## src/rtl/fpu_out_pkg.sv

```systemverilog
// Shared types and constants for the FPU result return queue toward the CPX.
package fpu_out_pkg;

    localparam int unsigned OQ_DEPTH_DEFAULT = 4;

    localparam int unsigned ID_W    = 5;
    localparam int unsigned DATA_W  = 64;
    localparam int unsigned EXC_W   = 5;
    localparam int unsigned FCC_W   = 2;
    localparam int unsigned ENTRY_W = ID_W + DATA_W + EXC_W + FCC_W;

    typedef struct packed {
        logic [ID_W-1:0]   id;
        logic [DATA_W-1:0] data;
        logic [EXC_W-1:0]  exc;
        logic [FCC_W-1:0]  fcc;
    } oq_entry_t;

    typedef enum logic [1:0] {
        SelNone = 2'd0,
        SelAdd  = 2'd1,
        SelMul  = 2'd2,
        SelDiv  = 2'd3
    } pipe_sel_e;

    // Fixed priority: div beats mul beats add.
    function automatic pipe_sel_e pick_pipe(input logic add_vld, input logic mul_vld,
                                            input logic div_vld);
        if (div_vld) begin
            return SelDiv;
        end else if (mul_vld) begin
            return SelMul;
        end else if (add_vld) begin
            return SelAdd;
        end
        return SelNone;
    endfunction

endpackage

```

## src/rtl/fpu_out_fifo.sv

```systemverilog
// Circular result buffer: storage, wrapping pointers and occupancy count.
module fpu_out_fifo
    import fpu_out_pkg::*;
#(
    parameter int unsigned DEPTH = OQ_DEPTH_DEFAULT,
    localparam int unsigned PTR_W = $clog2(DEPTH),
    localparam int unsigned CNT_W = PTR_W + 1
) (
    input  logic             clk_i,
    input  logic             reset_i,
    input  logic             push_i,
    input  oq_entry_t        push_entry_i,
    input  logic             pop_i,
    output oq_entry_t        head_o,
    output logic [CNT_W-1:0] count_o,
    output logic             full_o
);

    oq_entry_t        mem_q [DEPTH];
    logic [PTR_W-1:0] wr_ptr_q, wr_ptr_d;
    logic [PTR_W-1:0] rd_ptr_q, rd_ptr_d;
    logic [CNT_W-1:0] count_q, count_d;
    logic             push_ok, pop_ok;

    assign full_o  = (count_q == CNT_W'(DEPTH));
    assign push_ok = push_i & ~full_o;
    assign pop_ok  = pop_i & (count_q != '0);

    always_comb begin
        wr_ptr_d = wr_ptr_q;
        rd_ptr_d = rd_ptr_q;
        count_d  = count_q;
        if (push_ok) begin
            wr_ptr_d = wr_ptr_q + PTR_W'(1);
        end
        if (pop_ok) begin
            rd_ptr_d = rd_ptr_q + PTR_W'(1);
        end
        case ({push_ok, pop_ok})
            2'b10:   count_d = count_q + CNT_W'(1);
            2'b01:   count_d = count_q - CNT_W'(1);
            default: count_d = count_q;
        endcase
    end

    always_ff @(posedge clk_i) begin
        if (reset_i) begin
            wr_ptr_q <= '0;
            rd_ptr_q <= '0;
            count_q  <= '0;
        end else begin
            wr_ptr_q <= wr_ptr_d;
            rd_ptr_q <= rd_ptr_d;
            count_q  <= count_d;
        end
    end

    // Contents are not reset; validity lives entirely in count_q.
    always_ff @(posedge clk_i) begin
        if (push_ok) begin
            mem_q[wr_ptr_q] <= push_entry_i;
        end
    end

    assign head_o  = mem_q[rd_ptr_q];
    assign count_o = count_q;

endmodule

```

## src/rtl/fpu_out_q.sv

```systemverilog
// FPU output queue: arbitrates add/mul/div results into a FIFO and returns them over CPX.
module fpu_out_q
    import fpu_out_pkg::*;
#(
    parameter int unsigned OQ_DEPTH = OQ_DEPTH_DEFAULT
) (
    input  logic              rclk,
    input  logic              reset,

    input  logic              add_res_vld,
    input  logic [ID_W-1:0]   add_res_id,
    input  logic [DATA_W-1:0] add_res_data,
    input  logic [EXC_W-1:0]  add_res_exc,
    input  logic [FCC_W-1:0]  add_res_fcc,
    output logic              add_res_stall,

    input  logic              mul_res_vld,
    input  logic [ID_W-1:0]   mul_res_id,
    input  logic [DATA_W-1:0] mul_res_data,
    input  logic [EXC_W-1:0]  mul_res_exc,
    input  logic [FCC_W-1:0]  mul_res_fcc,
    output logic              mul_res_stall,

    input  logic              div_res_vld,
    input  logic [ID_W-1:0]   div_res_id,
    input  logic [DATA_W-1:0] div_res_data,
    input  logic [EXC_W-1:0]  div_res_exc,
    input  logic [FCC_W-1:0]  div_res_fcc,
    output logic              div_res_stall,

    output logic              fpu_cpx_req,
    input  logic              cpx_fpu_grant,
    output logic              fpu_cpx_vld,
    output logic [ID_W-1:0]   fpu_cpx_id,
    output logic [DATA_W-1:0] fpu_cpx_data,
    output logic [EXC_W-1:0]  fpu_cpx_exc,
    output logic [FCC_W-1:0]  fpu_cpx_fcc
);

    localparam int unsigned CNT_W = $clog2(OQ_DEPTH) + 1;

    oq_entry_t        add_entry, mul_entry, div_entry, win_entry;
    oq_entry_t        oq_head;
    logic [CNT_W-1:0] oq_count;
    logic             oq_full;
    pipe_sel_e        sel;
    logic             push, pop;

    logic             cpx_vld_q;
    oq_entry_t        cpx_pkt_q;

    assign add_entry = '{id: add_res_id, data: add_res_data, exc: add_res_exc, fcc: add_res_fcc};
    assign mul_entry = '{id: mul_res_id, data: mul_res_data, exc: mul_res_exc, fcc: mul_res_fcc};
    assign div_entry = '{id: div_res_id, data: div_res_data, exc: div_res_exc, fcc: div_res_fcc};

    // Stalls depend only on vld and registered occupancy, never on the grant.
    always_comb begin
        sel       = pick_pipe(add_res_vld, mul_res_vld, div_res_vld);
        win_entry = add_entry;
        unique case (sel)
            SelDiv:  win_entry = div_entry;
            SelMul:  win_entry = mul_entry;
            default: win_entry = add_entry;
        endcase

        push = (sel != SelNone) && !oq_full && !reset;
        pop  = cpx_fpu_grant && (oq_count != '0) && !reset;

        add_res_stall = reset | (add_res_vld & ~(push & (sel == SelAdd)));
        mul_res_stall = reset | (mul_res_vld & ~(push & (sel == SelMul)));
        div_res_stall = reset | (div_res_vld & ~(push & (sel == SelDiv)));
    end

    fpu_out_fifo #(
        .DEPTH (OQ_DEPTH)
    ) u_fifo (
        .clk_i        (rclk),
        .reset_i      (reset),
        .push_i       (push),
        .push_entry_i (win_entry),
        .pop_i        (pop),
        .head_o       (oq_head),
        .count_o      (oq_count),
        .full_o       (oq_full)
    );

    // Packet fields hold between pops; only fpu_cpx_vld qualifies them.
    always_ff @(posedge rclk) begin
        if (reset) begin
            cpx_vld_q <= 1'b0;
            cpx_pkt_q <= '0;
        end else begin
            cpx_vld_q <= pop;
            if (pop) begin
                cpx_pkt_q <= oq_head;
            end
        end
    end

    assign fpu_cpx_req  = (oq_count != '0);
    assign fpu_cpx_vld  = cpx_vld_q;
    assign fpu_cpx_id   = cpx_pkt_q.id;
    assign fpu_cpx_data = cpx_pkt_q.data;
    assign fpu_cpx_exc  = cpx_pkt_q.exc;
    assign fpu_cpx_fcc  = cpx_pkt_q.fcc;

endmodule

```

## config.mk

```make
export PLATFORM = sky130hd
export DESIGN_NAME = fpu_out_q
export DESIGN_NICKNAME = d
export VERILOG_FILES = /design/src/rtl/fpu_out_pkg.sv /design/src/rtl/fpu_out_fifo.sv /design/src/rtl/fpu_out_q.sv
export SDC_FILE = /design/constraint.sdc
export NUM_CORES = 1
export LEC_CHECK = 0
export ABC_AREA = 1
export ABC_CLOCK_PERIOD_IN_PS = 6500
export CAP_MARGIN = 20
export CORE_MARGIN = 1
export CORE_UTILIZATION = 45
export DETAILED_ROUTE_END_ITERATION = 16
export PLACE_DENSITY = 0.83
export SETUP_SLACK_MARGIN = 0.5
export SKIP_LAST_GASP = 1
export SYNTH_ARGS = -nofsm -noshare
export SYNTH_HDL_FRONTEND = slang
export SYNTH_SLANG_ARGS = --single-unit
```

## constraint.sdc

```tcl
create_clock -name rclk -period 6.5 [get_ports rclk]
set_clock_uncertainty 0.1 [all_clocks]
set_input_delay 0.65 -clock rclk [delete_from_list [all_inputs] [get_ports rclk]]
set_output_delay 0.65 -clock rclk [all_outputs]
set_load 0.05 [all_outputs]
```

==> out/results.ini, run 1 <==
[outcome]
status=complete, no violations

[clock_tree]
clk_pin_slew_ns=0.06
cts_tree=done
cts_setup_buffers=0
clock_latency_ns=0.52
clkSinkCount=388
clk_path_buf_depth=3
cts_root_buf=clkbuf_16
cts.hold.buffers_added=0
cts_resized=0
numCtsBuffers=39
htreeDepth=2

[layout]
layout_common_cells=nand2_1, nand3_1, clkdlybuf4s50_1
fin_nets=2023
drive_above_1_share_pct=5.40
n_antenna_cell=0
final_common_cell=nand2_1
area_growth_pct=29.5

[global_routing]
first_global_vias=11783
grt-ovfl-total=0
grt_util_all_layers_pct=21.8
grt_pass1_wl_um=61600
antenna_found_initial=0
grt_max_degree=93

[place]
gp_congestion=0.774
io_buffers=314
dp_worst_setup_slack_ns=2.13
dp_hpwl_um=23900

[worst_setup_path]
critPathLaunchType=primary input
crit_type=primary input to output pin
reg2reg_slack_ns=2.97
worst-endpoint-required_ns=5.75
arrival_ns=3.11
critPathMaxFanout=14
regToRegStartpoint=u_fifo.count_o[0]
reg2reg_to=u_fifo.count_o[2]
endpoint_kind=output pin
worst-r2r-cell-count=13

[floorplanning]
die_area_um2=36400
die_w_um=191
die_h_um=191
num_rows=68
coreArea_um2=34800
ioPinCount=315
initial_core_util_pct=46.0

[power_and_ir_drop]
leakage_nw=8.00
power_density_nw_per_um2=313
ir_drop_uv=232

[routing]
drt_iter0_drc=843
via_per_inst=5.31
vias=12049
wl_per_cell_um=17.7
wl_um=40300
met2RoutedLength_um=20800
drcViolationCount=0
highest_layer=met4
wl_met1_um=15800
wl_met3_um=2850
first_pass_iters=7
ant_nets=0

[timing]
finalMaxSlewViolations=0
fin_ws_ns=2.64
post-route-period-util_pct=59.4
fin_setup_tns_ns=0
relSlewSlack_pct=29.1
setup_viol=0
hold_viol=0
rsz0062_at_grt=no
finalCriticalPeriod_ns=3.86
hold_ws_ns=0.369
max_freq_mhz=259
tightest_slew_ns=1.06

[yosys]
syn-num-nets=1760
synthDistinctLibCells=24
ys_seq_elements=388
syn_inst=1520
synth_area_per_cell_um2=10.5
synth_area_um2=16000
synth_warnings=0
ys_seq_area_share_pct=67.5

[worst_hold_path]
min_to=fpu_cpx_data[13]
hold_path.class=flop to flop
hp-start=fpu_cpx_data[13]
min_path_cells=2

[job]
drv_cap=0

## worst max-delay path by stage
stage / from / slack (ns) / to / cells past startpoint
after floorplan: div_res_vld / 1.61 / u_fifo.mem_q[0][0] / 5
after global placement: reset / 2.22 / u_fifo.count_o[2] / 13
after detailed placement: reset / 2.13 / u_fifo.count_o[2] / 13
after CTS: reset / 2.63 / div_res_stall / 6
after global routing: reset / 2.41 / u_fifo.count_o[2] / 13
final: reset / 2.64 / div_res_stall / 6
## routing by layer
| metal | vias up | GRT usage [%] |
|---|---|---|
| li1 | 5828 | - |
| met1 | 5682 | 26.2 |
| met2 | 478 | 39.7 |
| met3 | 61 | 3.29 |
| met4 | 0 | 6.92 |
| met5 | - | 0 |
## worst max-delay path, cell delays in order
cell,delay [ns]
clkdlybuf4s50_1,0.69
clkinv_2,0.31
nand3_2,0.35
o21ai_0,0.16
inv_1,0.14
clkdlybuf4s50_1,0.81
## Yosys cell counts, drive strengths merged
master  count  area (um^2)
ha          5         62.6
dfxtp      84         1680
o21ai       4         20.0
a21oi       3         15.0
nand3     348         1750
buf        75          415
a31oi       1         6.26
nor2       13         63.8
nand2     548         2070
inv        22         82.6
nand4       1         6.26
fa          1         20.0
edfxtp    304         9130
clkbuf     34          128
a22oi      76          571
clkinv      1         5.00
## flip-flops by register name (all words and copies together) (netlist names), 2 cells and up
signal	flops
fpu_cpx_data	64
u_fifo.rd_ptr_q	2
fpu_cpx_id	5
fpu_cpx_fcc	2
u_fifo.wr_ptr_q	2
u_fifo.mem_q	304
u_fifo.count_o	3
fpu_cpx_exc	5
## through the flow
| step | instances | util, % | cell area (um^2) | power [W] |
|---|---|---|---|---|
| global route | 2269 | 59.6 | 20700 | 0.00673 |
| global placement | 2193 | 55.5 | 19300 | 0.00424 |
| CTS | 2269 | 59.6 | 20700 | 0.00653 |
| floorplan | 1520 | - | 16000 | 0.00381 |
| finish | 2269 | 59.6 | 20700 | 0.00649 |
| detailed placement | 2197 | 55.9 | 19400 | 0.00429 |
## cell families (layout without fill, tap and decap cells)
kind of cell | Yosys count | in the layout | share of synthesized area, %
buffers and inverters | 132 | 426 | 3.94
flip-flops | 388 | 388 | 67.5
adder cells (fa/ha/maj) | 6 | 6 | 0.516
AO/OA/AOI/OAI | 84 | 84 | 3.82
AND/OR/NAND/NOR | 910 | 910 | 24.2
## power breakdown
part | switching [W] | internal (W)
logic | 0.000760 | 0.000399
clock network | 0.000906 | 0.00135
registers | 0.000101 | 0.00298
## cell type report
cell class	instances	area, um^2
Fill cell	2706	14100
Sequential cell	388	10800
Multi-Input combinational cell	1000	4610
Timing Repair Buffer	331	3350
Clock buffer	50	1050
Tap cell	455	569
Clock inverter	22	259
Inverter	23	93.8
Note: power is estimated with default switching activity, not from simulation.
==> run 2: changes to the inputs <==
- ABC_CLOCK_PERIOD_IN_PS: 6500 -> 3700
- clock period: 6.5 -> 3.7 ns (I/O delays scaled with it)
==> out/results.ini, run 2 (synthesis results as in run 1) <==
[outcome]
status=complete, no violations

[power_and_ir_drop]
p_seq_share_pct=48.0  ; +0.6 points
ir_drop_uv=291  ; +25%
power_density_nw_per_um2=543  ; +74%
p_int_w=0.00814  ; +72%
p_switching_w=0.00311  ; +76%
leakage_nw=7.99  ; about the same
comb_power_share_pct=18.1  ; +0.3 points
switching_share_pct=27.7  ; +0.45 points
clkPwrFrac_pct=34.0  ; -0.8 points

[place]
gp_congestion=0.760  ; -1.7%
io_buffers=314  ; unchanged
dp.cells=2202  ; +0.23%
dp_hpwl_um=24700  ; +3.3%

[floorplanning]
coreArea_um2=34800  ; unchanged
initial_core_util_pct=46.0  ; unchanged
die_h_um=191  ; unchanged
ioPinCount=315  ; unchanged
num_rows=68  ; unchanged
die_area_um2=36400  ; unchanged
die_w_um=191  ; unchanged

[clock_tree]
clk_path_buf_depth=3  ; unchanged
htreeDepth=2  ; unchanged
cts_setup_buffers=0  ; unchanged
numCtsBuffers=39  ; unchanged
cts.hold.buffers_added=0  ; unchanged
cts_resized=0  ; unchanged
cts_tree=done
cts_root_buf=clkbuf_16
clkSinkCount=388  ; unchanged
clk_pin_slew_ns=0.06  ; about the same
clock_latency_ns=0.52  ; about the same

[timing]
max_freq_mhz=387
rsz0062_at_grt=no
fin_setup_tns_ns=0  ; unchanged
tightest_slew_ns=1.00  ; -0.0615 ns
hold_viol=0  ; unchanged
post-route-period-util_pct=69.9
finalMaxSlewViolations=0  ; unchanged
finalCriticalPeriod_ns=2.58
setup_viol=0  ; unchanged
relSlewSlack_pct=33.2  ; +4.1 points

[worst_setup_path]
reg2reg_slack_ns=1.37  ; -1.60 ns
critPathMaxStageDelay_ns=0.63  ; -0.18 ns
cp_cell_sequence=buf_4, clkinv_2, a31oi_1, buf_12
critical_path.top_delay_family=buffers and inverters
arrival_ns=2.11  ; -1.00 ns
critPathLaunchType=primary input
cp_num_buf_inv=3  ; -1
endpoint_kind=output pin
worst-endpoint-required_ns=3.23  ; -2.52 ns
critPathMaxFanout=42  ; +28
crit_slowest_cell=clkinv_2
crit_type=primary input to output pin

[routing]
drcViolationCount=0  ; unchanged
first_pass_iters=7  ; unchanged
ant_nets=0  ; unchanged
wl_per_cell_um=18.0  ; +1.7%
wl_um=41000  ; +2.0%
drt_iter0_drc=824  ; -2.3%
via_per_inst=5.38  ; +1.3%
vias=12234  ; +1.5%

[job]
drv_cap=0  ; unchanged

[global_routing]
grt_util_all_layers_pct=22.2  ; +0.46 points
first_global_vias=11942  ; +1.3%
grt_max_degree=154  ; +66%
antenna_found_initial=1  ; +1
grt-ovfl-total=0  ; unchanged
grt_pass1_wl_um=62700  ; +1.8%

[layout]
fin_nets=2028  ; +0.25%
final_common_cell=nand2_1
drive_above_1_share_pct=5.72  ; +0.32 points
fill_cells=2739  ; +1.2%
largest_reg_flops=304  ; unchanged
stdcell_count=2275  ; +0.26%
largest-register=u_fifo.mem_q
area_growth_pct=29.2
layout_common_cells=nand2_1, nand3_1, clkdlybuf4s50_1

[worst_hold_path]
hold_path.class=flop to flop

[run 2: cell types whose count changed in the layout (fill, tap and decap cells not counted), sizes merged]
cell / change
diode: +1
clkdlybuf4s50: -3
inv: -2
clkinv: +5
bufinv: -3
buf: +8
[run 2: per-stage QoR]
stage | hold slack (ns) | setup slack, ns | total power (W) | instance area [um^2] | utilization, %
finish | 0.368 | 1.12 | 0.0113 | 20700 | 59.5
global route | 0.392 | 0.996 | 0.0117 | 20700 | 59.5
CTS | 0.368 | 1.12 | 0.0113 | 20700 | 59.5
detailed placement | 0.360 | 0.989 | 0.00753 | 19400 | 55.9
global placement | 0.358 | 0.987 | 0.00746 | 19400 | 55.9
floorplan | 0.339 | 0.332 | 0.00668 | 16000 | -
[run 2: final cells by class]
type                    instances  area, um^2  share of cell area, %
multi-input cells            1000        4610                   22.3
inverters                      23        93.8                  0.453
clock inverters                22         188                  0.907
clock buffers                  50        1080                   5.21
diodes                          1        2.50                 0.0121
well taps                     455         569                   2.75
flip-flops and latches        388       10800                   52.3
repair buffers                336        3350                   16.2
[run 2: path summary, 6_finish.rpt]
check,startpoint,endpoint,cells after the start
max reg2reg,u_fifo.count_o[1],u_fifo.count_o[2],12
max,div_res_vld,mul_res_stall,4
min reg2reg,fpu_cpx_data[9],fpu_cpx_data[9],2
min,fpu_cpx_data[9],fpu_cpx_data[9],2
[run 2: power groups by stage]
stage / Sequential, W / Combinational (W) / Clock, W
final: 0.00540 / 0.00203 / 0.00382
after global routing: 0.00544 / 0.00219 / 0.00405
after CTS: 0.00540 / 0.00205 / 0.00387
after detailed placement: 0.00549 / 0.00204 / 0
after global placement: 0.00547 / 0.00199 / 0
after floorplan: 0.00584 / 0.000840 / 0
[run 2: worst min-delay path, stage by stage (launching register included)]
cell     delay, ns
dfxtp_1       0.31
nand3_1       0.07
nand2_1       0.05
[run 2: layer usage]
| layer | share of wire [%] | GRT usage (%) | up-vias | routed length, um |
|---|---|---|---|---|
| met5 | 0 | 0 | - | 0 |
| met4 | 2.7 | 7.38 | 0 | 1120 |
| met3 | 7.4 | 3.63 | 82 | 3040 |
| met2 | 51 | 39.6 | 470 | 20800 |
| met1 | 39 | 27.3 | 5842 | 16100 |
| li1 | - | - | 5840 | - |
